==> config.mk <==
export PLATFORM = sky130hd
export DESIGN_NAME = div_sequencer
export DESIGN_NICKNAME = d
export VERILOG_FILES = /design/src/rtl/div_sequencer.sv
export SDC_FILE = /design/constraint.sdc
export NUM_CORES = 1
export LEC_CHECK = 0
export CORE_ASPECT_RATIO = 0.75
export CORE_UTILIZATION = 36
export DETAILED_ROUTE_END_ITERATION = 7
export GPL_TIMING_DRIVEN = 0
export MAX_ROUTING_LAYER = met4
export PLACE_DENSITY = 0.76
export SYNTH_ARGS = -nofsm -noshare
export SYNTH_HDL_FRONTEND = slang
export SYNTH_SLANG_ARGS = --single-unit
==> constraint.sdc <==
create_clock -name clock -period 1.4 [get_ports clock]
set_input_delay 0.14 -clock clock [delete_from_list [all_inputs] [get_ports clock]]
set_output_delay 0.14 -clock clock [all_outputs]
set_load 0.01 [all_outputs]
==> src/rtl/div_sequencer.sv <==
// div_sequencer: front-end controller for the iterative divider core.
// Captures operands on a ctrl_DIV pulse, steps the core through counts 0..33,
// captures quotient/overflow at LAST_STEP, and presents a registered result with a
// single-cycle data_resultRDY pulse. Divide-by-zero forces result 0 and exception 1.
// Optional build macro: DIV_ZERO_FASTPATH_EN -- a zero divisor skips the core run
// and reports the exception one edge after capture instead of after the full sequence.
module div_sequencer #(
  parameter int DATA_W    = 32,
  parameter int COUNT_W   = 6,
  parameter int LAST_STEP = 32
) (
  input  logic              clock,
  input  logic              reset_n,
  input  logic              ctrl_DIV,
  input  logic [DATA_W-1:0] data_operandA,
  input  logic [DATA_W-1:0] data_operandB,
  input  logic [DATA_W-1:0] core_result,
  input  logic              core_overflow,
  output logic [DATA_W-1:0] core_dividend,
  output logic [DATA_W-1:0] core_divisor,
  output logic [COUNT_W-1:0] core_count,
  output logic              busy,
  output logic [DATA_W-1:0] data_result,
  output logic              data_exception,
  output logic              data_resultRDY
);

  // ZERO is only reachable when the fast path is compiled in.
  typedef enum logic [1:0] {
    IDLE = 2'd0,
    RUN  = 2'd1,
    ZERO = 2'd2
  } seqState;

  localparam logic [COUNT_W-1:0] lastCount  = COUNT_W'(LAST_STEP);
  localparam logic [COUNT_W-1:0] resetCount = COUNT_W'(LAST_STEP + 1);
  localparam logic [COUNT_W-1:0] countOne   = COUNT_W'(1);

  seqState             state, stateNext;
  logic [DATA_W-1:0]   dividendQ, dividendNext;
  logic [DATA_W-1:0]   divisorQ, divisorNext;
  logic [COUNT_W-1:0]  countQ, countNext;
  logic                dzQ, dzNext;
  logic [DATA_W-1:0]   resultQ, resultNext;
  logic                excQ, excNext;
  logic                rdyQ, rdyNext;
  logic                divisorIsZero;

  assign divisorIsZero = (data_operandB == '0);

  // Next-state and datapath update; a new ctrl_DIV always wins over the current state.
  always_comb begin
    // NOTE: every signal gets a default before any branch so no path leaves it
    // unassigned; a missing default here would infer a latch.
    stateNext    = state;
    dividendNext = dividendQ;
    divisorNext  = divisorQ;
    countNext    = countQ;
    dzNext       = dzQ;
    resultNext   = resultQ;
    excNext      = excQ;
    rdyNext      = 1'b0;

    if (ctrl_DIV) begin
      dividendNext = data_operandA;
      divisorNext  = data_operandB;
      dzNext       = divisorIsZero;
      countNext    = '0;
`ifdef DIV_ZERO_FASTPATH_EN
      stateNext    = divisorIsZero ? ZERO : RUN;
`else
      stateNext    = RUN;
`endif
    end else begin
      unique case (state)
        IDLE: begin
          countNext = '0;
        end
        RUN: begin
          if (countQ == lastCount) begin
            // Core output is valid this cycle; a zero divisor overrides whatever it shows.
            resultNext = dzQ ? '0 : core_result;
            excNext    = core_overflow | dzQ;
            rdyNext    = 1'b1;
            countNext  = resetCount;
          end else if (countQ == resetCount) begin
            countNext = '0;
            stateNext = IDLE;
          end else begin
            countNext = countQ + countOne;
          end
        end
        ZERO: begin
          countNext = '0;
`ifdef DIV_ZERO_FASTPATH_EN
          // First edge in ZERO reports the exception, the second returns to IDLE.
          if (!rdyQ) begin
            resultNext = '0;
            excNext    = 1'b1;
            rdyNext    = 1'b1;
          end else begin
            stateNext = IDLE;
          end
`else
          stateNext = IDLE;
`endif
        end
        default: begin
          countNext = '0;
          stateNext = IDLE;
        end
      endcase
    end
  end

  // State register.
  always_ff @(posedge clock or negedge reset_n) begin
    // NOTE: registers use non-blocking assignments so every flop samples the
    // pre-edge values computed above, independent of statement order.
    if (!reset_n) begin
      state <= IDLE;
    end else begin
      state <= stateNext;
    end
  end

  // Datapath registers: held operands, step count, and the registered result.
  always_ff @(posedge clock or negedge reset_n) begin
    if (!reset_n) begin
      dividendQ <= '0;
      divisorQ  <= '0;
      countQ    <= '0;
      dzQ       <= 1'b0;
      resultQ   <= '0;
      excQ      <= 1'b0;
      rdyQ      <= 1'b0;
    end else begin
      dividendQ <= dividendNext;
      divisorQ  <= divisorNext;
      countQ    <= countNext;
      dzQ       <= dzNext;
      resultQ   <= resultNext;
      excQ      <= excNext;
      rdyQ      <= rdyNext;
    end
  end

  assign core_dividend  = dividendQ;
  assign core_divisor   = divisorQ;
  assign core_count     = countQ;
  assign busy           = (state == RUN) || (state == ZERO);
  assign data_result    = resultQ;
  assign data_exception = excQ;
  assign data_resultRDY = rdyQ;

endmodule

==> run summary, run 1 <==
Leaving out fill and tap cells, the most frequent cells in the layout are clkdlybuf4s50_1, dfrtp_1, mux2_2. Maximum clock frequency: 648 MHz. The first global-routing pass estimated 18.0 mm of wire. Post-placement worst setup slack: -624 ps. The logs give 1790 ps for the data arrival time of the critical path and 340 ps for the clock latency at the later pin of the worst-skew pair. The logs give 3503 for the via count of the first global-routing pass and 8.56 mm for the HPWL reported at the end of detailed placement.

The H-tree generated during clock tree synthesis spans 3 levels. The kind of critical path is reg2reg. After routing, the total negative slack on setup checks comes to -2680 ps. The clock arrives with 6.85 ps of skew. Worst IR drop on VDD: 0.000629 V. The Yosys step of the flow raised 0 warnings. The clock net in this run drives a total of 106 sinks. The via count was 3400. The area of the multi-input gates was 1510 µm²; the mean routed wirelength per cell was 16.7 µm.

The minimum clock period came out at 1540 ps. The standby leakage power is 0.00383 µW. The overall die area is 12000 µm².

The synthesis-to-layout area growth works out to 70.5%. The number of buffers created by CTS was 9. The min-delay analysis places its worst path in the category in2reg. The number of hold-slack violations in the final timing report was 0; the mean instance size in the synthesized netlist was 12.6 µm². The sequential cells in the finished layout cover a total of 2660 µm². The antenna violation net count after detailed routing came out at 0. The floorplan step defined a core boundary enclosing 11100 µm². The placed instance count was 674; the global routing usage summed across all routing layers was 0.202. For this run the aggregate overflow at the end of global routing stands at 0.

The sequential cell area fraction in the yosys report was 0.639. The die width works out to 126 µm. 205 I/O pins were placed. The final layout contains 660 nets. STA classifies the critical path endpoint as a flip-flop. The number of synthesized register bits was 106. Setup repair after global routing could not meet its margin everywhere.

The type of origin of the critical path is a flip-flop. The logs give 4150 µm² for the area of the mapped netlist and 11.7 mm for the routed wire length. The total power divided by cell area works out to 1010 nW/µm². Leaving out fill and tap cells, the most frequent cell in the layout is clkdlybuf4s50_1. Initial antenna violation count: 0. The run finished, with violations left.

For the number of antenna repair diodes, the log shows 0. The clock-pin slew reported for the worst setup and hold paths after clock tree synthesis was 70 ps. Counting distinct cell types in the post-synthesis netlist gives 26. The effective utilization at floorplan came out at 0.375. The count of buffers inserted at the top-level ports came out at 204.

Dividing the detail-routed via count by the number of cells gives 4.85. The final reports fail on negative setup slack. The share of the cycle needed by the critical path after routing is 1.10.

Along the worst path, the maximum fanout reaches 5. The tools report the synthesized net count as 432. Max-cap violations in this run came to 0. Post-layout utilization of the core: 0.640. The cell sitting at the root of the clock tree is a clkbuf_16. The share of final-layout standard cells stronger than drive strength 1 works out to 0.232. The run gives 4 as the count of TritonRoute iterations in the first routing pass.

TritonCTS built the clock tree. The die outline height was 95.0 µm. The longest clock path from root to sink contains 2 buffers. Setup violations remaining at the end of the flow were counted as 41. Hold timing on the final database bottoms out at a slack of 172 ps.

Total of fill cells in the finished design: 832. The final max-slew violation count is 0, and the final routed DRC violation total is 0. Routability-driven placement finished with a final weighted congestion of 0.758. Row generation in the floorplan step produced 33 rows. Data on the critical path is required at its endpoint by 1650 ps. The tools report the DRC violation total after the first TritonRoute iteration as 108. The tools report the pin count of the biggest net entering global routing as 63. The finished layout holds 701 standard cells, fillers aside. The worst slew margin relative to its limit was 0.600. The actual slew at the worst max-slew pin came out at 600 ps. In the synthesized netlist, the number of instances is 329.

The slack of the critical path came out at -143 ps.
-- flip-flops by register name, indices dropped and copies added, names as in the netlist --
name / count
data_result: 32
core_divisor: 32
core_dividend: 32
state: 1
core_count: 6
data_exception: 1
data_resultRDY: 1
dzQ: 1
-- final cells by class --
cell class	count	share of cell area
plain buffers	17	0.0178
multi-input cells	202	0.213
well taps	140	0.0247
repair buffers	216	0.323
clock buffers	12	0.0348
inverters	5	0.00265
clock inverters	3	0.00919
flip-flops and latches	106	0.375
-- what timing repair did --
item | CTS | global route
gates resized for setup | 59 | 97
cloned | 2 | 3
pin swaps | 13 | 6
hold endpoints to repair | 44 | 0
setup buffers | 5 | 1
hold buffers | 1 | 0
setup endpoints to repair | 112 | 102
-- critical path, stage by stage (launching register included) --
cell	delay, ps
dfrtp_2	440
nor4b_4	280
buf_4	180
nand3_2	160
clkbuf_16	220
o21ai_0	170
-- final timing paths --
kind                              startpoint          endpoint  slack [ps]  cells after the start
setup / recovery               core_count[3]   data_result[21]        -140                      5
hold / removal             data_operandB[10]  core_divisor[10]         170                      2
setup reg to reg               core_count[3]   data_result[21]        -140                      5
hold reg to reg              data_result[15]   data_result[15]         480                      2
max in group asynchronous            reset_n  core_divisor[23]         340                      3
min in group asynchronous            reset_n     core_count[4]         350                      2
-- synth_stat cells --
library cell	n	area, µm²
clkbuf_1	7	26.3
or2_0	1	6.26
buf_2	6	30.0
nor2b_1	1	6.26
buf_6	1	11.3
o21ai_0	28	140
xor2_1	2	17.5
nand2_1	69	259
nand4_1	1	6.26
dfrtp_1	106	2650
mux2_2	64	721
a21o_1	1	7.51
nand3_2	1	10.0
o22ai_2	1	12.5
nor3_1	1	5.00
nor4b_4	1	23.8
buf_1	3	11.3
or4_1	2	15.0
nor4_1	5	31.3
o21ai_1	7	35.0
nor2_1	6	22.5
inv_1	5	18.8
ha_1	3	37.5
nor4b_1	1	8.76
xnor2_1	2	17.5
nand3_1	4	20.0
-- cell families after synthesis --
logic type / Yosys count / share of synthesized area
AO/OA/AOI/OAI: 37 / 0.0470
XOR/XNOR: 4 / 0.00844
adder cells (fa/ha/maj): 3 / 0.00904
buffers and inverters: 22 / 0.0235
flip-flops: 106 / 0.639
multiplexers: 64 / 0.174
AND/OR/NAND/NOR: 93 / 0.0997
-- report_power, final --
part / switching [µW] / internal, µW
Combinational: 436 / 698
Sequential: 102 / 3250
Clock: 1060 / 1610
Total: 1600 / 5560
-- layer usage --
layer | global-route usage | up-vias | wire, µm
met4 | 0.0552 | 0 | 140
met5 | - | - | 0
li1 | - | 1577 | -
met2 | 0.333 | 132 | 5840
met3 | 0.0589 | 12 | 745
met1 | 0.245 | 1679 | 4970
-- through the flow --
stage,power [µW],instance area (µm²)
final,7160,7080
after global routing,7420,7080
after CTS,7260,6800
after detailed placement,4610,6400
after global placement,4570,6380
after floorplan,3770,4160
(Power assumes the default switching activity.)
==> run 2: changes to the inputs <==
Settings changed: SETUP_SLACK_MARGIN set to 0.05, TNS_END_PERCENT set to 20.
==> run 2 against run 1 <==
Against the previous run: the run still ends with negative setup slack left; global-route usage about the same; die area unchanged; worst setup slack improved by 2.8 ps; hold slack improved by 1.2 ps; highest routed layer unchanged; first-iteration DRC count decreased by 17%; critical endpoint is now state[0].
==> run summary, run 2 (synthesis results as in run 1) <==
Sequential standard cell area: 2660 µm². The root buffer cell chosen for the clock tree is clkbuf_16. Summed over all nets, wire length on met2 after detailed routing comes to 5.87 mm. The via count of the first global-routing pass was 3495. After clock tree synthesis, the clock-pin slew on the worst setup and hold paths is 70 ps. In the layout the commonest cells are dfrtp_1, dlymetal6s2s_1, clkdlybuf4s50_1. Buffers placed on the I/O ports in this run total 204. Critical path endpoint category: a flip-flop. The maximum level of the CTS H-tree is 3, and the die outline height is 95.0 µm. The startpoint identified for the worst register-to-register timing path is core_count[3]. In this run the worst path has a maximum fanout of 3. The share of the cycle needed by the critical path after routing was 1.10; the final max-slew violation count was 0. After detailed routing, the average wire length per cell comes to 16.7 µm. In this run the worst setup path begins at core_count[3]. The share of final-layout standard cells stronger than drive strength 1 came out at 0.230. TritonCTS built the clock tree. The run finished, with violations left. The worst endpoint required time came out at 1630 ps. The worst stage delay on the critical path was 440 ps; the final global-route overflow total was 0. IR analysis of the VDD net gives a maximum drop of 0.000626 V. The data arrival time of the critical path was 1770 ps. The largest individual stage delay along the critical path comes from the cell dfrtp_2. STA classifies the critical path startpoint as a flip-flop. The effective utilization at floorplan came out at 0.375.

The most numerous cell type found on the critical path is buf_4. The worst min-delay path class is in2reg. At the end of the flow, the number of nets in the layout was 659.

At the end of routability-driven placement, the weighted congestion stood at 0.758. The global routing usage summed across all routing layers was 0.202. The run gives 9 as the number of buffers created by CTS.

The checks that failed: negative setup slack. The total of fill cells in the finished design is 809, and the maximum clock insertion buffer count is 2. The area of the multi-input gates was 1510 µm². Excluding fillers, the count of instances in the completed layout stands at 700.

The total clock sinks was 106. Total power for the finished layout comes to 7150 µW. The initialized floorplan defines 33 standard-cell rows. The tool flagged a number of max-cap violations equal to 0. The area growth from synthesis to layout is 72.8%.

The first detailed-routing pass ran for 4 iterations. The actual slew at the worst max-slew pin is 594 ps, and the final routed DRC violation total is 0. The highest layer used for signal routing was met4.

The core region area was 11100 µm²; the maximum clock frequency was 649 MHz. The tools report the final setup TNS as -2840 ps. For the worst-skew pair, the clock arrives at the later sink with an insertion delay of 340 ps. Dividing total power by cell area gives a power density of 996 nW/µm². The logs give 0 for the number of antenna repair diodes and 18.0 mm for the first-pass GRT wire length. The worst slew margin relative to its limit is 0.604. The floorplan step set the die width to 126 µm. 205 I/O pins were placed. The signal on the critical path passes through nor4b_4, buf_4, buf_4, nand2_4, or2_0, a21o_1. For the HPWL reported at the end of detailed placement, the log shows 8.56 mm. The routed design has 11.7 mm of wire.

The initial antenna violation count came out at 0. In this run the static leakage power is 0.00420 µW. Dividing the detail-routed via count by the number of cells gives 4.83. The tools report the pin count of the biggest net entering global routing as 63. The tools report the slack of the critical path as -140 ps. The critical path is of the reg2reg type. The tools report the met3 wire length as 814 µm.

The library cell used most frequently in the layout, excluding fill and tap cells, is dfrtp_1. The minimum clock period was 1540 ps; the via count was 3380. The tools report the number of hold-slack violations in the final timing report as 0.

Setup repair after global routing could not meet its margin everywhere. The overall die area is 12000 µm², and the DRC violation total after the first TritonRoute iteration is 90. For this block, wires on met1 add up to 4.87 mm.

The startpoint identified for the worst hold timing path is data_operandB[10]. The antenna violation net count after detailed routing was 0; the placed instance count was 674. Setup violations remaining at the end of the flow were counted as 41. On the final layout, the worst clock skew is 5.06 ps.
run 2: cell count changes in the layout (fill, tap and decap cells not counted), sizes merged:
cell           previous run  this run
dlymetal6s2s             60        94
clkdlybuf4s50           110        92
dlygate4sd2              33        17
buf                      26        25
run 2: critical path: cells and delay by family (launching register included):
| family | cells | cell delay (ps) |
|---|---|---|
| and+or+nand+nor | 3 | 530 |
| buffers and inverters | 2 | 310 |
| DFF | 1 | 440 |
| AOI/OAI and AO/OA | 1 | 150 |
run 2: path summary, 6_finish.rpt:
| check | cells after the start | slack (ps) | to |
|---|---|---|---|
| max reg2reg | 6 | -140 | state[0] |
| max in group asynchronous | 3 | 350 | core_divisor[13] |
| min | 2 | 170 | core_divisor[10] |
| min reg2reg | 2 | 480 | data_result[15] |
| max | 6 | -140 | state[0] |
| min in group asynchronous | 2 | 350 | core_count[4] |
run 2: metrics by stage:
stage	util	cell area [µm²]	worst slack, ps	hold WS [ps]
2_1_floorplan	-	4160	-27.8	-156
3_3_place_gp	0.576	6380	-4110	465
3_5_place_dp	0.579	6400	-624	189
4_1_cts	0.616	6820	-116	159
5_1_grt	0.649	7180	-190	175
6_report	0.649	7180	-140	173
run 2: what timing repair did:
| item | in CTS | in global routing |
|---|---|---|
| hold endpoints to repair | 44 | 0 |
| hold buffers | 1 | 0 |
| resized for setup | 44 | 129 |
| setup buffers | 4 | 1 |
| pin swaps | 14 | 8 |
| endpoints found under the setup margin | 194 | 137 |
| cloned | 2 | 3 |
run 2: area by class of cell:
class / instances / share of cell area
inverter: 5 / 0.00262
clock inverter: 3 / 0.00907
tap: 140 / 0.0244
multi-input combinational: 202 / 0.210
buffer: 17 / 0.0176
sequential: 106 / 0.370
timing repair buffer: 215 / 0.332
clock buffer: 12 / 0.0343
run 2: metal layers:
metal,vias up,global-route usage
met5,-,-
met3,10,0.0589
met2,131,0.332
met1,1671,0.244
li1,1568,-
met4,0,0.0552
run 2: power by group:
part	switching, µW	total, µW	internal, µW
Combinational	434	1140	705
Sequential	101	3360	3260
Clock	1050	2660	1610
==> run 3: changes to the inputs <==
Settings changed: HOLD_SLACK_MARGIN set to 0.03, MAX_ROUTING_LAYER met4 to not set.
==> run 3 against run 2 <==
Against the previous run: non-clock buffer count stayed put; first-iteration DRC count grew 19%; critical path depth did not move; critical path type unchanged; the flow still finishes with violations (negative setup slack); die area is the same; maximum frequency about the same; highest routed layer unchanged; global-route usage fell by 0.60 points.
==> run summary, run 3 (synthesis results as in run 1) <==
In this run the deepest clock path goes through 2 buffers. The actual slew at the worst max-slew pin was 599 ps; the placement-stage cell area was 6400 µm². In this run the tool buffered the top-level ports with 204 buffer cells. For the worst-skew pair, the clock arrives at the later sink with an insertion delay of 340 ps.

The first global-routing pass estimated 18.0 mm of wire. The routed wire length came out at 11.7 mm. The switching share of total power came out at 0.222. Global routing finished with a remaining overflow of 0. The via count of the first global-routing pass was 3477; the die outline height was 95.0 µm. The worst slew margin relative to its limit was 0.601.

The worst setup path is captured at a flip-flop. The HPWL after detailed placement is 8.56 mm. The run gives 659 as the net total in the final layout. Once placement completed, the tool counted placed cells totaling 674. Entering global routing, the biggest net connects 63 pins. The detail route stage leaves a number of antenna-violating nets equal to 0. The clock root buffer was clkbuf_16. The checks that failed: negative setup slack.

The share of final-layout standard cells stronger than drive strength 1 is 0.230, and the clock tree skew after final layout is 5.57 ps. Total clock sinks: 106. For the maximum clock frequency, the log shows 649 MHz. The worst setup path is launched from a flip-flop. The routed layout has 3349 vias.

The DRC violation total after the first TritonRoute iteration is 107, and the effective utilization at floorplan is 0.375. Setup repair after global routing could not meet its margin everywhere. Share of the cycle needed by the critical path after routing: 1.10. The run gives 1590 µW as the switching power of the nets. TritonCTS built the clock tree. For the worst setup path, the data required time is 1630 ps. The global routing usage summed across all routing layers was 0.196; the weighted congestion at the end of routability-driven global placement was 0.748. The logs give -624 ps for the post-placement worst setup slack and 0.00420 µW for the standby leakage power. After detailed routing, the number of vias per cell comes to 4.78. The logs give 0.159 for the part of the total power dissipated in combinational logic and 5570 µW for the cell internal power dissipation. The final max-slew violation count is 0, and the sequential share of power is 0.469. The initial antenna violation count is 0, and the core region area is 11100 µm². Summing internal, switching and leakage power gives 7160 µW. Reported max-cap violation count: 0. The slack of the critical path is -141 ps, and the die width is 126 µm.

The worst setup path is of the reg2reg kind. The run finished, with violations left. The total power divided by cell area is 997 nW/µm², and the area of all placed cells without fillers is 7180 µm². For the number of antenna repair diodes, the log shows 0. In this run, CTS created clock tree buffers numbering 9.

Overall die area: 12000 µm². The top cell types in the final layout, fill and taps aside, are dfrtp_1, dlymetal6s2s_1, clkdlybuf4s50_1. Setup violations remaining at the end of the flow were counted as 41. Data arrives at the worst endpoint at 1770 ps. Summed over all failing endpoints, the final setup total negative slack is -2910 ps. In this run the core area contains 33 standard-cell rows. The worst min-delay path class is in2reg. The synthesis-to-layout area growth was 72.8%; the number of primary I/O pins was 205.

The run gives 4 as the count of TritonRoute iterations in the first routing pass. For this run, design rule violations remaining after detail routing come to 0. Excluding fillers, the count of instances in the completed layout stands at 700. The library cell used most frequently in the layout, excluding fill and tap cells, is dfrtp_1.

Counting the fill cells in the layout gives 809. The share of total power in the clock network is 0.372, and the worst IR drop on VDD is 0.000624 V. The mean routed wirelength per cell is 16.7 µm, and the top fanout value on the critical path is 3. After clock tree synthesis, the clock-pin slew on the worst setup and hold paths is 70 ps. The H-tree was split into 3 levels.

After layout, the minimum clock period comes to 1540 ps. The number of hold-slack violations in the final timing report was 0.
-- run 3: layout make-up --
type | count | area [µm²] | area share
Buffer | 17 | 126 | 0.0176
Multi-Input combinational cell | 202 | 1510 | 0.210
Clock inverter | 3 | 65.1 | 0.00907
Inverter | 5 | 18.8 | 0.00262
Clock buffer | 12 | 246 | 0.0343
Sequential cell | 106 | 2660 | 0.370
Timing Repair Buffer | 215 | 2380 | 0.332
Tap cell | 140 | 175 | 0.0244
-- run 3: path summary, 6_finish.rpt --
kind	startpoint	end	slack, ps	cells past startpoint
hold / removal	data_operandB[10]	core_divisor[10]	170	2
min in group asynchronous	reset_n	core_count[3]	350	2
hold reg to reg	data_result[15]	data_result[15]	480	2
max in group asynchronous	reset_n	core_divisor[12]	340	3
setup reg to reg	core_count[3]	state[0]	-140	6
setup / recovery	core_count[3]	state[0]	-140	6
-- run 3: power groups by stage --
stage	sequential, µW	clock (µW)	combinational (µW)
6_report	3360	2660	1140
5_1_grt	3380	2820	1220
4_1_cts	3370	2730	1190
3_5_place_dp	3420	0	1180
3_3_place_gp	3410	0	1160
2_1_floorplan	3500	0	270
-- run 3: through the flow --
stage,util,hold WS [ps]
final,0.649,172
after global routing,0.649,174
after global placement,0.576,465
after floorplan,-,-156
after detailed placement,0.579,189
after CTS,0.616,159
-- run 3: critical path: stages (launching register included) --
cell and delay, ps:
dfrtp_2 440, nor4b_4 280, buf_4 180, buf_4 130, nand2_4 50, or2_0 200, a21o_1 150
-- run 3: layer usage --
metal | GRT usage | vias to the layer above | share of wire
met5 | 0 | - | 0
met4 | 0.0552 | 0 | 0.011
met3 | 0.0701 | 10 | 0.072
met2 | 0.331 | 126 | 0.50
met1 | 0.238 | 1643 | 0.42
li1 | - | 1570 | -
-- run 3: timing repair --
| action | 4_1_cts | 5_1_grt |
|---|---|---|
| buffers inserted | 4 | 1 |
| hold endpoints to repair | 44 | 0 |
| setup endpoints to repair | 194 | 137 |
| pin swaps | 14 | 8 |
| gates cloned | 2 | 3 |
| hold buffers | 1 | 0 |
| gates resized for setup | 44 | 129 |
